$ cat src/rtl/tl_pkg.sv
// Shared encodings for the traffic phase controller: modes, light codes, phases, button bits.
package tl_pkg;

  localparam logic [1:0] MODE_NORMAL = 2'd0;
  localparam logic [1:0] MODE_ADJ_G  = 2'd1;
  localparam logic [1:0] MODE_ADJ_Y  = 2'd2;
  localparam logic [1:0] MODE_ADJ_R  = 2'd3;

  localparam logic [2:0] LIGHT_R = 3'b100;
  localparam logic [2:0] LIGHT_Y = 3'b010;
  localparam logic [2:0] LIGHT_G = 3'b001;

  typedef enum logic [1:0] {PH_G, PH_Y, PH_AR} phase_e;

  localparam int unsigned BTN_RESTORE = 0;
  localparam int unsigned BTN_INC     = 1;
  localparam int unsigned BTN_DEC     = 2;

endpackage

$ cat src/rtl/tl_btn_lockout.sv
// Button acceptance: a press is taken only while idle, then locks out for DB_CYC cycles.
// Emits one-cycle restore/inc/dec pulses with restore > inc > dec priority.
module tl_btn_lockout
  import tl_pkg::*;
#(
  parameter int unsigned DB_CYC = 25000000
) (
  input  logic       clk_i,
  input  logic       rst_i,
  input  logic [2:0] btn_i,
  input  logic       en_i,
  output logic       restore_o,
  output logic       inc_o,
  output logic       dec_o
);

  localparam int unsigned CNT_W = $clog2(DB_CYC + 1);

  logic [CNT_W-1:0] cnt_q, cnt_d;
  logic             idle;
  logic             accept;

  assign idle   = (cnt_q == '0);
  assign accept = en_i && idle && (|btn_i);

  always_comb begin
    cnt_d = cnt_q;
    if (accept) begin
      cnt_d = CNT_W'(DB_CYC);
    end else if (!idle) begin
      cnt_d = cnt_q - CNT_W'(1);
    end
  end

  always_comb begin
    restore_o = 1'b0;
    inc_o     = 1'b0;
    dec_o     = 1'b0;
    if (accept) begin
      if (btn_i[BTN_RESTORE]) begin
        restore_o = 1'b1;
      end else if (btn_i[BTN_INC]) begin
        inc_o = 1'b1;
      end else begin
        dec_o = 1'b1;
      end
    end
  end

  always_ff @(posedge clk_i or negedge rst_i) begin
    if (!rst_i) begin
      cnt_q <= '0;
    end else begin
      cnt_q <= cnt_d;
    end
  end

endmodule

$ cat src/rtl/traffic_phase_ctrl.sv
// N-approach G -> Y -> all-red sequencer with per-approach green and shared Y/AR lengths.
// Define TL_PED_EN to add sticky pedestrian requests that extend the next green and drive walk_o.
module traffic_phase_ctrl
  import tl_pkg::*;
#(
  parameter int unsigned N_DIR   = 2,
  parameter int unsigned TIME_W  = 4,
  parameter int unsigned TMAX    = 15,
  parameter int unsigned DEF_G   = 10,
  parameter int unsigned DEF_Y   = 3,
  parameter int unsigned DEF_R   = 2,
  parameter int unsigned DB_CYC  = 25000000,
  parameter int unsigned PED_EXT = 3
) (
  input  logic                     clk_i,
  input  logic                     rst_i,
  input  logic                     tick_i,
  input  logic [1:0]               mode_i,
  input  logic [$clog2(N_DIR)-1:0] sel_i,
  input  logic [2:0]               btn_i,
  input  logic [N_DIR-1:0]         ped_req_i,
  output logic [3*N_DIR-1:0]       light_o,
  output logic [TIME_W-1:0]        time_o,
  output logic [$clog2(N_DIR)-1:0] dir_o,
  output logic [N_DIR-1:0]         walk_o
);

  localparam int unsigned DIR_W = $clog2(N_DIR);

  localparam logic [TIME_W-1:0] DEF_G_T = TIME_W'(DEF_G);
  localparam logic [TIME_W-1:0] DEF_Y_T = TIME_W'(DEF_Y);
  localparam logic [TIME_W-1:0] DEF_R_T = TIME_W'(DEF_R);
  localparam logic [TIME_W-1:0] TMAX_T  = TIME_W'(TMAX);
  localparam logic [TIME_W-1:0] ONE_T   = TIME_W'(1);

  localparam logic [N_DIR-1:0][2:0] LIGHT_RST = {{(N_DIR-1){LIGHT_R}}, LIGHT_G};

  phase_e                       phase_q, phase_d;
  logic [DIR_W-1:0]             dir_q, dir_d, dir_nxt;
  logic [TIME_W-1:0]            ctime_q, ctime_d;
  logic [TIME_W-1:0]            green_load;
  logic                         walk_act_q, walk_act_d;
  logic                         walk_grant;
  logic                         green_entry;

  logic [N_DIR-1:0][TIME_W-1:0] glen_q, glen_d;
  logic [TIME_W-1:0]            ylen_q, ylen_d;
  logic [TIME_W-1:0]            rlen_q, rlen_d;

  logic                         sel_ok;
  logic                         btn_en;
  logic                         do_restore, do_inc, do_dec;

  logic [N_DIR-1:0][2:0]        light_q, light_d;
  logic [TIME_W-1:0]            time_q, time_d;
  logic [DIR_W-1:0]             dir_out_q;
  logic [N_DIR-1:0]             walk_q, walk_d;

  assign dir_nxt     = (dir_q == DIR_W'(N_DIR - 1)) ? '0 : dir_q + DIR_W'(1);
  assign green_entry = tick_i && (ctime_q <= ONE_T) && (phase_q == PH_AR);
  assign sel_ok      = (32'(sel_i) < N_DIR);
  // An out-of-range approach select swallows the press without starting a lockout.
  assign btn_en      = !((mode_i == MODE_ADJ_G) && !sel_ok);

  tl_btn_lockout #(
    .DB_CYC (DB_CYC)
  ) u_btn_lockout (
    .clk_i     (clk_i),
    .rst_i     (rst_i),
    .btn_i     (btn_i),
    .en_i      (btn_en),
    .restore_o (do_restore),
    .inc_o     (do_inc),
    .dec_o     (do_dec)
  );

`ifdef TL_PED_EN
  localparam logic [31:0] TFULL = (32'd1 << TIME_W) - 32'd1;

  logic [N_DIR-1:0] latch_q, latch_d;
  logic [31:0]      ext_sum;

  assign walk_grant = latch_q[dir_nxt];
  assign ext_sum    = 32'(glen_q[dir_nxt]) + PED_EXT;
  assign green_load = !walk_grant     ? glen_q[dir_nxt] :
                      (ext_sum > TFULL) ? {TIME_W{1'b1}} : ext_sum[TIME_W-1:0];

  // A request seen in the entry cycle itself is kept for the following green.
  always_comb begin
    latch_d = latch_q;
    if (green_entry) begin
      latch_d[dir_nxt] = 1'b0;
    end
    latch_d = latch_d | ped_req_i;
  end

  always_ff @(posedge clk_i or negedge rst_i) begin
    if (!rst_i) begin
      latch_q <= '0;
    end else begin
      latch_q <= latch_d;
    end
  end
`else
  logic unused_ped;

  assign unused_ped = ^ped_req_i;
  assign walk_grant = 1'b0;
  assign green_load = glen_q[dir_nxt];
`endif

  function automatic logic [TIME_W-1:0] adjust(input logic [TIME_W-1:0] cur,
                                                input logic [TIME_W-1:0] def,
                                                input logic              restore,
                                                input logic              inc,
                                                input logic              dec);
    if (restore) return def;
    if (inc)     return (cur >= TMAX_T) ? TMAX_T : cur + ONE_T;
    if (dec)     return (cur <= ONE_T) ? ONE_T : cur - ONE_T;
    return cur;
  endfunction

  always_ff @(posedge clk_i or negedge rst_i) begin : fsm_state
    if (!rst_i) begin
      phase_q    <= PH_G;
      dir_q      <= '0;
      ctime_q    <= DEF_G_T;
      walk_act_q <= 1'b0;
    end else begin
      phase_q    <= phase_d;
      dir_q      <= dir_d;
      ctime_q    <= ctime_d;
      walk_act_q <= walk_act_d;
    end
  end

  always_comb begin : fsm_next
    phase_d    = phase_q;
    dir_d      = dir_q;
    ctime_d    = ctime_q;
    walk_act_d = walk_act_q;
    if (tick_i) begin
      if (ctime_q > ONE_T) begin
        ctime_d = ctime_q - ONE_T;
      end else begin
        case (phase_q)
          PH_G: begin
            phase_d    = PH_Y;
            ctime_d    = ylen_q;
            walk_act_d = 1'b0;
          end
          PH_Y: begin
            phase_d = PH_AR;
            ctime_d = rlen_q;
          end
          PH_AR: begin
            phase_d    = PH_G;
            dir_d      = dir_nxt;
            ctime_d    = green_load;
            walk_act_d = walk_grant;
          end
          default: begin
            phase_d = PH_G;
            ctime_d = DEF_G_T;
          end
        endcase
      end
    end
  end

  always_comb begin : fsm_out
    light_d = {N_DIR{LIGHT_R}};
    time_d  = ctime_q;
    walk_d  = '0;
    case (mode_i)
      MODE_NORMAL: begin
        if (phase_q == PH_G) begin
          light_d[dir_q] = LIGHT_G;
        end else if (phase_q == PH_Y) begin
          light_d[dir_q] = LIGHT_Y;
        end
      end
      MODE_ADJ_G: begin
        if (sel_ok) begin
          light_d[sel_i] = LIGHT_G;
          time_d         = glen_q[sel_i];
        end else begin
          time_d = '0;
        end
      end
      MODE_ADJ_Y: begin
        light_d = {N_DIR{LIGHT_Y}};
        time_d  = ylen_q;
      end
      MODE_ADJ_R: begin
        time_d = rlen_q;
      end
    endcase
    if (walk_act_q && (phase_q == PH_G)) begin
      walk_d[dir_q] = 1'b1;
    end
  end

  // Lengths change only here; the running countdown keeps its loaded value.
  always_comb begin : len_next
    glen_d = glen_q;
    ylen_d = ylen_q;
    rlen_d = rlen_q;
    case (mode_i)
      MODE_ADJ_G: begin
        if (sel_ok) begin
          glen_d[sel_i] = adjust(glen_q[sel_i], DEF_G_T, do_restore, do_inc, do_dec);
        end
      end
      MODE_ADJ_Y: ylen_d = adjust(ylen_q, DEF_Y_T, do_restore, do_inc, do_dec);
      MODE_ADJ_R: rlen_d = adjust(rlen_q, DEF_R_T, do_restore, do_inc, do_dec);
      default: ;
    endcase
  end

  always_ff @(posedge clk_i or negedge rst_i) begin : len_regs
    if (!rst_i) begin
      glen_q <= {N_DIR{DEF_G_T}};
      ylen_q <= DEF_Y_T;
      rlen_q <= DEF_R_T;
    end else begin
      glen_q <= glen_d;
      ylen_q <= ylen_d;
      rlen_q <= rlen_d;
    end
  end

  always_ff @(posedge clk_i or negedge rst_i) begin : out_regs
    if (!rst_i) begin
      light_q   <= LIGHT_RST;
      time_q    <= DEF_G_T;
      dir_out_q <= '0;
      walk_q    <= '0;
    end else begin
      light_q   <= light_d;
      time_q    <= time_d;
      dir_out_q <= dir_q;
      walk_q    <= walk_d;
    end
  end

  assign light_o = light_q;
  assign time_o  = time_q;
  assign dir_o   = dir_out_q;
  assign walk_o  = walk_q;

endmodule
$ cat config.mk
export PLATFORM = sky130hd
export DESIGN_NAME = traffic_phase_ctrl
export DESIGN_NICKNAME = d
export VERILOG_FILES = /design/src/rtl/tl_pkg.sv /design/src/rtl/tl_btn_lockout.sv /design/src/rtl/traffic_phase_ctrl.sv
export SDC_FILE = /design/constraint.sdc
export NUM_CORES = 1
export LEC_CHECK = 0
export CAP_MARGIN = 30
export CORE_MARGIN = 1
export CORE_UTILIZATION = 55
export CTS_BUF_LIST = sky130_fd_sc_hd__clkbuf_2 sky130_fd_sc_hd__clkbuf_4 sky130_fd_sc_hd__clkbuf_8
export DETAILED_ROUTE_END_ITERATION = 10
export GPL_ROUTABILITY_DRIVEN = 0
export PLACE_DENSITY = 0.78
export SLEW_MARGIN = 5
export SYNTH_ARGS = -nofsm -noshare
export SYNTH_HDL_FRONTEND = slang
export SYNTH_SLANG_ARGS = --single-unit
$ cat constraint.sdc
create_clock -name clk_i -period 2.2 [get_ports clk_i]
set_input_delay 0.44 -clock clk_i [delete_from_list [all_inputs] [get_ports clk_i]]
set_output_delay 0.44 -clock clk_i [all_outputs]
set_load 0.1 [all_outputs]
* Word-level counts from Yosys, hierarchy flattened
Index checks and enable logic that the tools add are counted.
** Cells by class
- Add/sub/neg operators :: 9
- Magnitude comparators :: 12
- Equality and inequality tests :: 6
- Muxes and demuxes :: 75
- Bitwise logic cells :: 3
- Reductions and logical operators :: 13
** Operators by type and width (count)
- 4-bit two-way mux :: 31
- 25-bit two-way mux :: 2
- 1-bit two-way mux :: 30
- 25-bit zero test :: 1
- 25-bit by 1-bit subtractor with 25-bit output, second input constant :: 1
- 4-bit case mux with 3 select lines :: 2
- 6-bit case mux with 3 select lines :: 1
- 4-bit by 1-bit subtractor with 4-bit output, second input constant :: 4
- 4-bit by 1-bit adder with 4-bit output, second input constant :: 3
- 4-bit greater-or-equal comparator, second input constant :: 3
- 4-bit by 1-bit less-or-equal comparator with 1-bit output, second input constant :: 3
- 6-bit two-way mux :: 2
- 8-bit bitwise mux :: 1
- 3-bit demux with 1-bit select :: 2
- 2-bit equality test, second input constant :: 3
- 1-bit by 2-bit < comparator with 1-bit output, second input constant :: 3
- 3-bit two-way mux :: 2
- 2-bit AND reduction :: 3
- 3-bit nonzero test :: 2
- 4-bit demux with 1-bit select :: 1
- 2-bit by 1-bit equality test with 1-bit output, second input constant :: 2
- 4-bit by 1-bit > comparator with 1-bit output, second input constant :: 1
- 2-bit zero test :: 2
- 2-bit inverter :: 2
- other kinds (8) :: 11
** Storage, ports and cells
- Bits in registers :: 59

* Depth between registers and ports, before layout
- Depth in word-level cells :: 15
- Mapped depth :: 10
- Gate-level depth less buffers :: 9

* Cells and area by module
From an unflattened synthesis, not the netlist that was laid out.
** Unflattened totals
- Cell total of the unflattened synthesis :: 396
- Area total of the unflattened synthesis :: 3791.1 µm²
** Modules (own cells, without submodules)
- traffic_phase_ctrl :: instances 1, cells an instance 261, area each 2377.3 µm², seq. area each 867.1 µm²
- tl_btn_lockout :: instances 1, cells an instance 135, area each 1413.9 µm², seq. area each 625.6 µm²

* Least setup slack after synthesis
OpenSTA, ideal clock, no wires.
- Kind :: in2reg
- Start :: input sel_i
- End :: register glen_q[6] (netlist bit)
- Library setup time :: 83 ps
- Data arrival time :: 2278 ps
- Data required time :: 2117 ps
- Setup slack :: -160 ps
- Cell stages on the path :: 10
- Path buffers :: 2
- Path through :: clkbuf_1 clkbuf_1 mux2_2 inv_1 ha_1 nand2b_1 or4_1 o21ai_0 a211oi_1 o21ai_0
** On the way
- Cells in the longest elaborated chain, start to end :: 11
- Elaborated cells between the ends (all ways) :: 20
- Those cells by class :: add/sub: 2; order compare: 4; mux: 13; reduce/logical: 1
** RTL lines
- start, declared :: RTL line traffic_phase_ctrl.sv:19 : input logic [$clog2(N_DIR)-1:0] sel_i,
- 4-bit two-way mux (implied by the code) (2 in series) :: RTL line traffic_phase_ctrl.sv:212 : glen_d[sel_i] = adjust(glen_q[sel_i], DEF_G_T, do_restore, do_inc, do_dec);
- 4-bit by 1-bit adder with 4-bit output / 4-bit greater-or-equal comparator (equally long branches) :: RTL line traffic_phase_ctrl.sv:118 : if (inc) return (cur >= TMAX_T) ? TMAX_T : cur + ONE_T;
- 4-bit two-way mux (2 in series) :: RTL line traffic_phase_ctrl.sv:118
- 4-bit two-way mux :: RTL line traffic_phase_ctrl.sv:119 : if (dec) return (cur <= ONE_T) ? ONE_T : cur - ONE_T;
- 4-bit two-way mux :: RTL line traffic_phase_ctrl.sv:120 : return cur;
- 4-bit two-way mux :: RTL line traffic_phase_ctrl.sv:119
- 4-bit two-way mux :: RTL line traffic_phase_ctrl.sv:118
- 4-bit two-way mux :: RTL line traffic_phase_ctrl.sv:209 : case (mode_i)
- 8-bit bitwise mux * :: RTL line traffic_phase_ctrl.sv:212
- end signal, assigned :: RTL line traffic_phase_ctrl.sv:223 : glen_q <= {N_DIR{DEF_G_T}};
- end signal, assigned :: RTL line traffic_phase_ctrl.sv:227 : glen_q <= glen_d;
- end, declared :: RTL line traffic_phase_ctrl.sv:46 : logic [N_DIR-1:0][TIME_W-1:0] glen_q, glen_d;
Mark *: on every way between the ends. The rest lies on a longest branch, timed or not. The select of a mux whose other input is x is not followed.
A chain may end at the register's enable or synchronous reset.

* Worst setup path in the final report
- Start :: register u_btn_lockout.cnt_q[14]
- End :: register u_btn_lockout.cnt_q[13]
** On the way
- Cells in the longest elaborated chain, start to end :: 3
- Elaborated cells between the ends (all ways) :: 4
- Those cells by class :: eq/ne: 1; mux: 1; reduce/logical: 2
** RTL lines
- start, declared :: RTL line tl_btn_lockout.sv:19 : logic [CNT_W-1:0] cnt_q, cnt_d;
- start signal, assigned :: RTL line tl_btn_lockout.sv:54 : cnt_q <= cnt_d;
- 25-bit zero test * :: RTL line tl_btn_lockout.sv:23 : assign idle = (cnt_q == '0);
- 1-bit logical AND :: RTL line tl_btn_lockout.sv:24 : assign accept = en_i && idle && (|btn_i);
- 2-bit inequality test (no line) / 25-bit two-way mux (equally long branches)
Mark *: on every way between the ends. The rest lies on a longest branch, timed or not.

==> reports/results.ini <==
[detailed_routing]
dr.max_layer_used = met4
drtIter0Drc = 295
dr.pass1.iters = 7
met3_wirelength_um = 709
viasPerCell = 6.49
wl_met1_um = 4390
met2_length_um = 4930
drc = 0
routedWlPerCell_um = 18.8
ant_nets = 0
wirelength_um = 10500
vias = 3616

[logic_synthesis]
synth_edf_count = 0
synth-seq-area-share_pct = 39.7
synthArstFlopShare_pct = 100
synthXorXnorAreaFrac_pct = 2.56
synthAdderAreaFrac_pct = 4.32
netlist_instances = 398
synth_compound_area_share_pct = 16.7
ys.flop_type = dfrtp_1
muxShareOfSynthArea_pct = 8.28
netlist_area_sq_um = 3760
ys_types = 71
synth_simple_gate_area_share_pct = 23.9
synth_top_family_by_area = simple AND/OR/NAND/NOR gates
avgSynthCellArea_sq_um = 9.45
ys_warn_count = 0
ys_ff_latch = 59

[power]
leakage_nw = 2.15
power.total_w = 0.00350
cellPowerDensity_nw_per_um2 = 709
ir_worst_vdd_uv = 602

[die]
die_h_um = 84.7
die_w_um = 84.7
io_pins = 24
start_util_pct = 58.2
row_count = 29
die_area_sq_um = 7170
core_sq_um = 6460

[setup_path]
worst_r2r_endpoint = u_btn_lockout.cnt_q[13]
worstRegToRegCells = 7
crit_fanout = 7
r2r_start = u_btn_lockout.cnt_q[14]
cp_data_required_time_ns = 2.45
start_kind = flop
critPathArrivalTime_ns = 2.57
setup.worst_path.class = flop to flop
critPathCaptureType = flop
reg2reg_setup_slack_ns = -0.12

[grt]
grt_pass1_vias = 3426
grt_antenna_before_repair = 0
grt_max_degree = 60
gr-usage-all-layers_pct = 29.3
grt_pass1_wl_um = 16500
grt-ovfl-total = 0

[timing]
finalCriticalPeriod_ns = 2.32
fin_ws_ns = -0.123
hold_viol = 0
finalSetupViolations = 23
timing.hold.ws_ns = 0.0843
fmax_ghz = 0.431
slew_violations = 0
skew_ns = 0.0109
rsz0062_at_grt = yes
timing.final.crit_share_pct = 106
fin_setup_tns_ns = -1.63

[clocking]
cts-root-buf = clkbuf_8
clk_latency_ns = 0.34
cts_tree = built
numCtsBuffers = 9
htree_levels = 3
clk_pin_slew_ns = 0.08
cts_hold_buf = 0
cts_num_sinks = 59
cts.path.max_buffers = 2

[cells_and_area]
layout-drive-gt1-share_pct = 35.8
syn_to_final_growth_pct = 31.2
nets = 499
antenna_cells = 0
fin_cells = 557
fillCellCount = 406

[outcome]
failed_checks = setup timing
run_status = complete, but fails checks

[hold_path]
holdCritPathClass = input port to asynchronous set/reset pin

[run]
drv_cap = 0

[placement]
portBuffers = 19
dp_hpwl_um = 6890
dp_cells = 533

-- repair_timing --
item	4_1_cts	5_1_grt
endpoints found under the hold margin	0	0
gates resized for setup	29	36
buffers inserted	4	3
pin swaps	10	18
cloned	0	1
setup endpoints to repair	30	33
-- state kept, by name (all words and copies together), names as in the netlist --
register and flops:
ctime_q 4, dir_o 1, dir_q 1, glen_q 8, light_o 6, phase_q 2, rlen_q 4, time_o 4
u_btn_lockout.cnt_q 25, ylen_q 4
-- cells by family (layout without fill, tap and decap cells) --
group                      count (synthesis)  count (layout)
muxes                                     25              25
buffers and inverters                     40             121
other                                      1               2
xor gates and xnor gates                  11              11
AOI/OAI and AO/OA                         96              96
adders and majority gates                 13              13
DFF                                       59              59
and+or+nand+nor                          153             153
-- per-layer routing --
layer,GRT usage (%),vias to the layer above
met5,0,-
met4,13.3,0
met3,6.00,57
met2,45.8,196
met1,39.5,1731
li1,-,1632
-- worst max path at each step --
stage                                  startpoint                 endpoint  slack [ns]  cells after the start
after floorplan           u_btn_lockout.cnt_q[15]   u_btn_lockout.cnt_q[1]      0.0008                      7
after global placement                      sel_i                glen_q[6]       -0.30                      9
after global routing      u_btn_lockout.cnt_q[14]  u_btn_lockout.cnt_q[13]       -0.18                      7
final                     u_btn_lockout.cnt_q[14]  u_btn_lockout.cnt_q[13]       -0.12                      7
after detailed placement                    sel_i                glen_q[1]       -0.40                      9
after CTS                 u_btn_lockout.cnt_q[16]                glen_q[0]       -0.12                      6
-- through the flow --
stage	cell area (sq um)	util [%]	setup slack, ns
floorplan	3780	-	0.000770
global placement	4400	68.1	-0.295
detailed placement	4400	68.1	-0.401
CTS	4730	73.3	-0.118
global route	4930	76.4	-0.176
finish	4930	76.4	-0.123
-- layout make-up --
type	instances	area [sq um]	share of cell area, %
Sequential cell	59	1490	30.2
Clock buffer	11	145	2.94
Inverter	16	60.1	1.22
Multi-Input combinational cell	300	2320	47.1
Tap cell	77	96.3	1.95
Timing Repair Buffer	89	766	15.5
Clock inverter	5	52.6	1.06
-- cell usage after synthesis, drive strengths merged, types with 4 or more instances --
cell | instances | area share, %
a21oi | 14 | 1.9
nor3b | 4 | 0.80
mux2i | 12 | 3.2
xnor2 | 7 | 1.6
nor2 | 35 | 3.6
mux2 | 9 | 2.7
xor2 | 4 | 0.93
nand2 | 15 | 1.5
a22oi | 4 | 0.80
nor2b | 6 | 1.0
clkbuf | 17 | 1.7
dfrtp | 46 | 31
o22ai | 5 | 0.83
nor3 | 22 | 3.4
nand2b | 10 | 1.7
buf | 7 | 1.1
nand4 | 8 | 1.5
inv | 16 | 1.6
mux4 | 4 | 2.4
nor4 | 10 | 2.4
nand3 | 13 | 1.7
and3 | 6 | 1.0
ha | 13 | 4.3
or3 | 6 | 1.0
o21ai | 31 | 4.1
o31ai | 5 | 1.0
dfstp | 13 | 9.1
or4 | 6 | 1.4
-- power breakdown --
part / total (W) / switching [W] / leakage, nW / internal, W
Sequential: 0.00142 / 0.000183 / 0.703 / 0.00124
Clock: 0.00101 / 0.000447 / 0.103 / 0.000561
Combinational: 0.00107 / 0.000691 / 1.34 / 0.000381
Total: 0.00350 / 0.00132 / 2.15 / 0.00218
-- layout by cell type (no fill, tap or decap), types with 4 or more instances in the layout --
master / Yosys / routed
clkbuf_8: 0 / 10
buf_4: 3 / 68
o21ai_0: 29 / 19
mux2i_1: 12 / 12
xor2_1: 4 / 4
nand2_1: 15 / 13
o21ai_1: 2 / 11
nor3_1: 20 / 18
inv_1: 16 / 16
nand4_1: 7 / 7
nor2_1: 34 / 31
dfrtp_1: 46 / 46
nor4_4: 1 / 4
o22ai_1: 5 / 5
clkdlybuf4s50_1: 0 / 6
a21oi_1: 14 / 12
nand2b_1: 10 / 10
mux4_2: 4 / 4
and3_1: 6 / 5
ha_1: 13 / 12
dfstp_2: 13 / 13
nor4_1: 7 / 4
nand3_1: 13 / 7
or3_1: 5 / 5
nor2b_1: 6 / 6
mux2_2: 8 / 7
a22oi_1: 4 / 4
xnor2_1: 7 / 7
nand3_2: 0 / 5
buf_6: 0 / 10
-- critical path, stage by stage (launching register included) --
cell	delay [ns]
dfrtp_1	0.38
or4_4	0.57
or4_4	0.61
buf_6	0.15
nor2_4	0.13
buf_6	0.14
nor4_2	0.05
mux2i_1	0.19
Note: power is estimated with default switching activity, not from simulation.
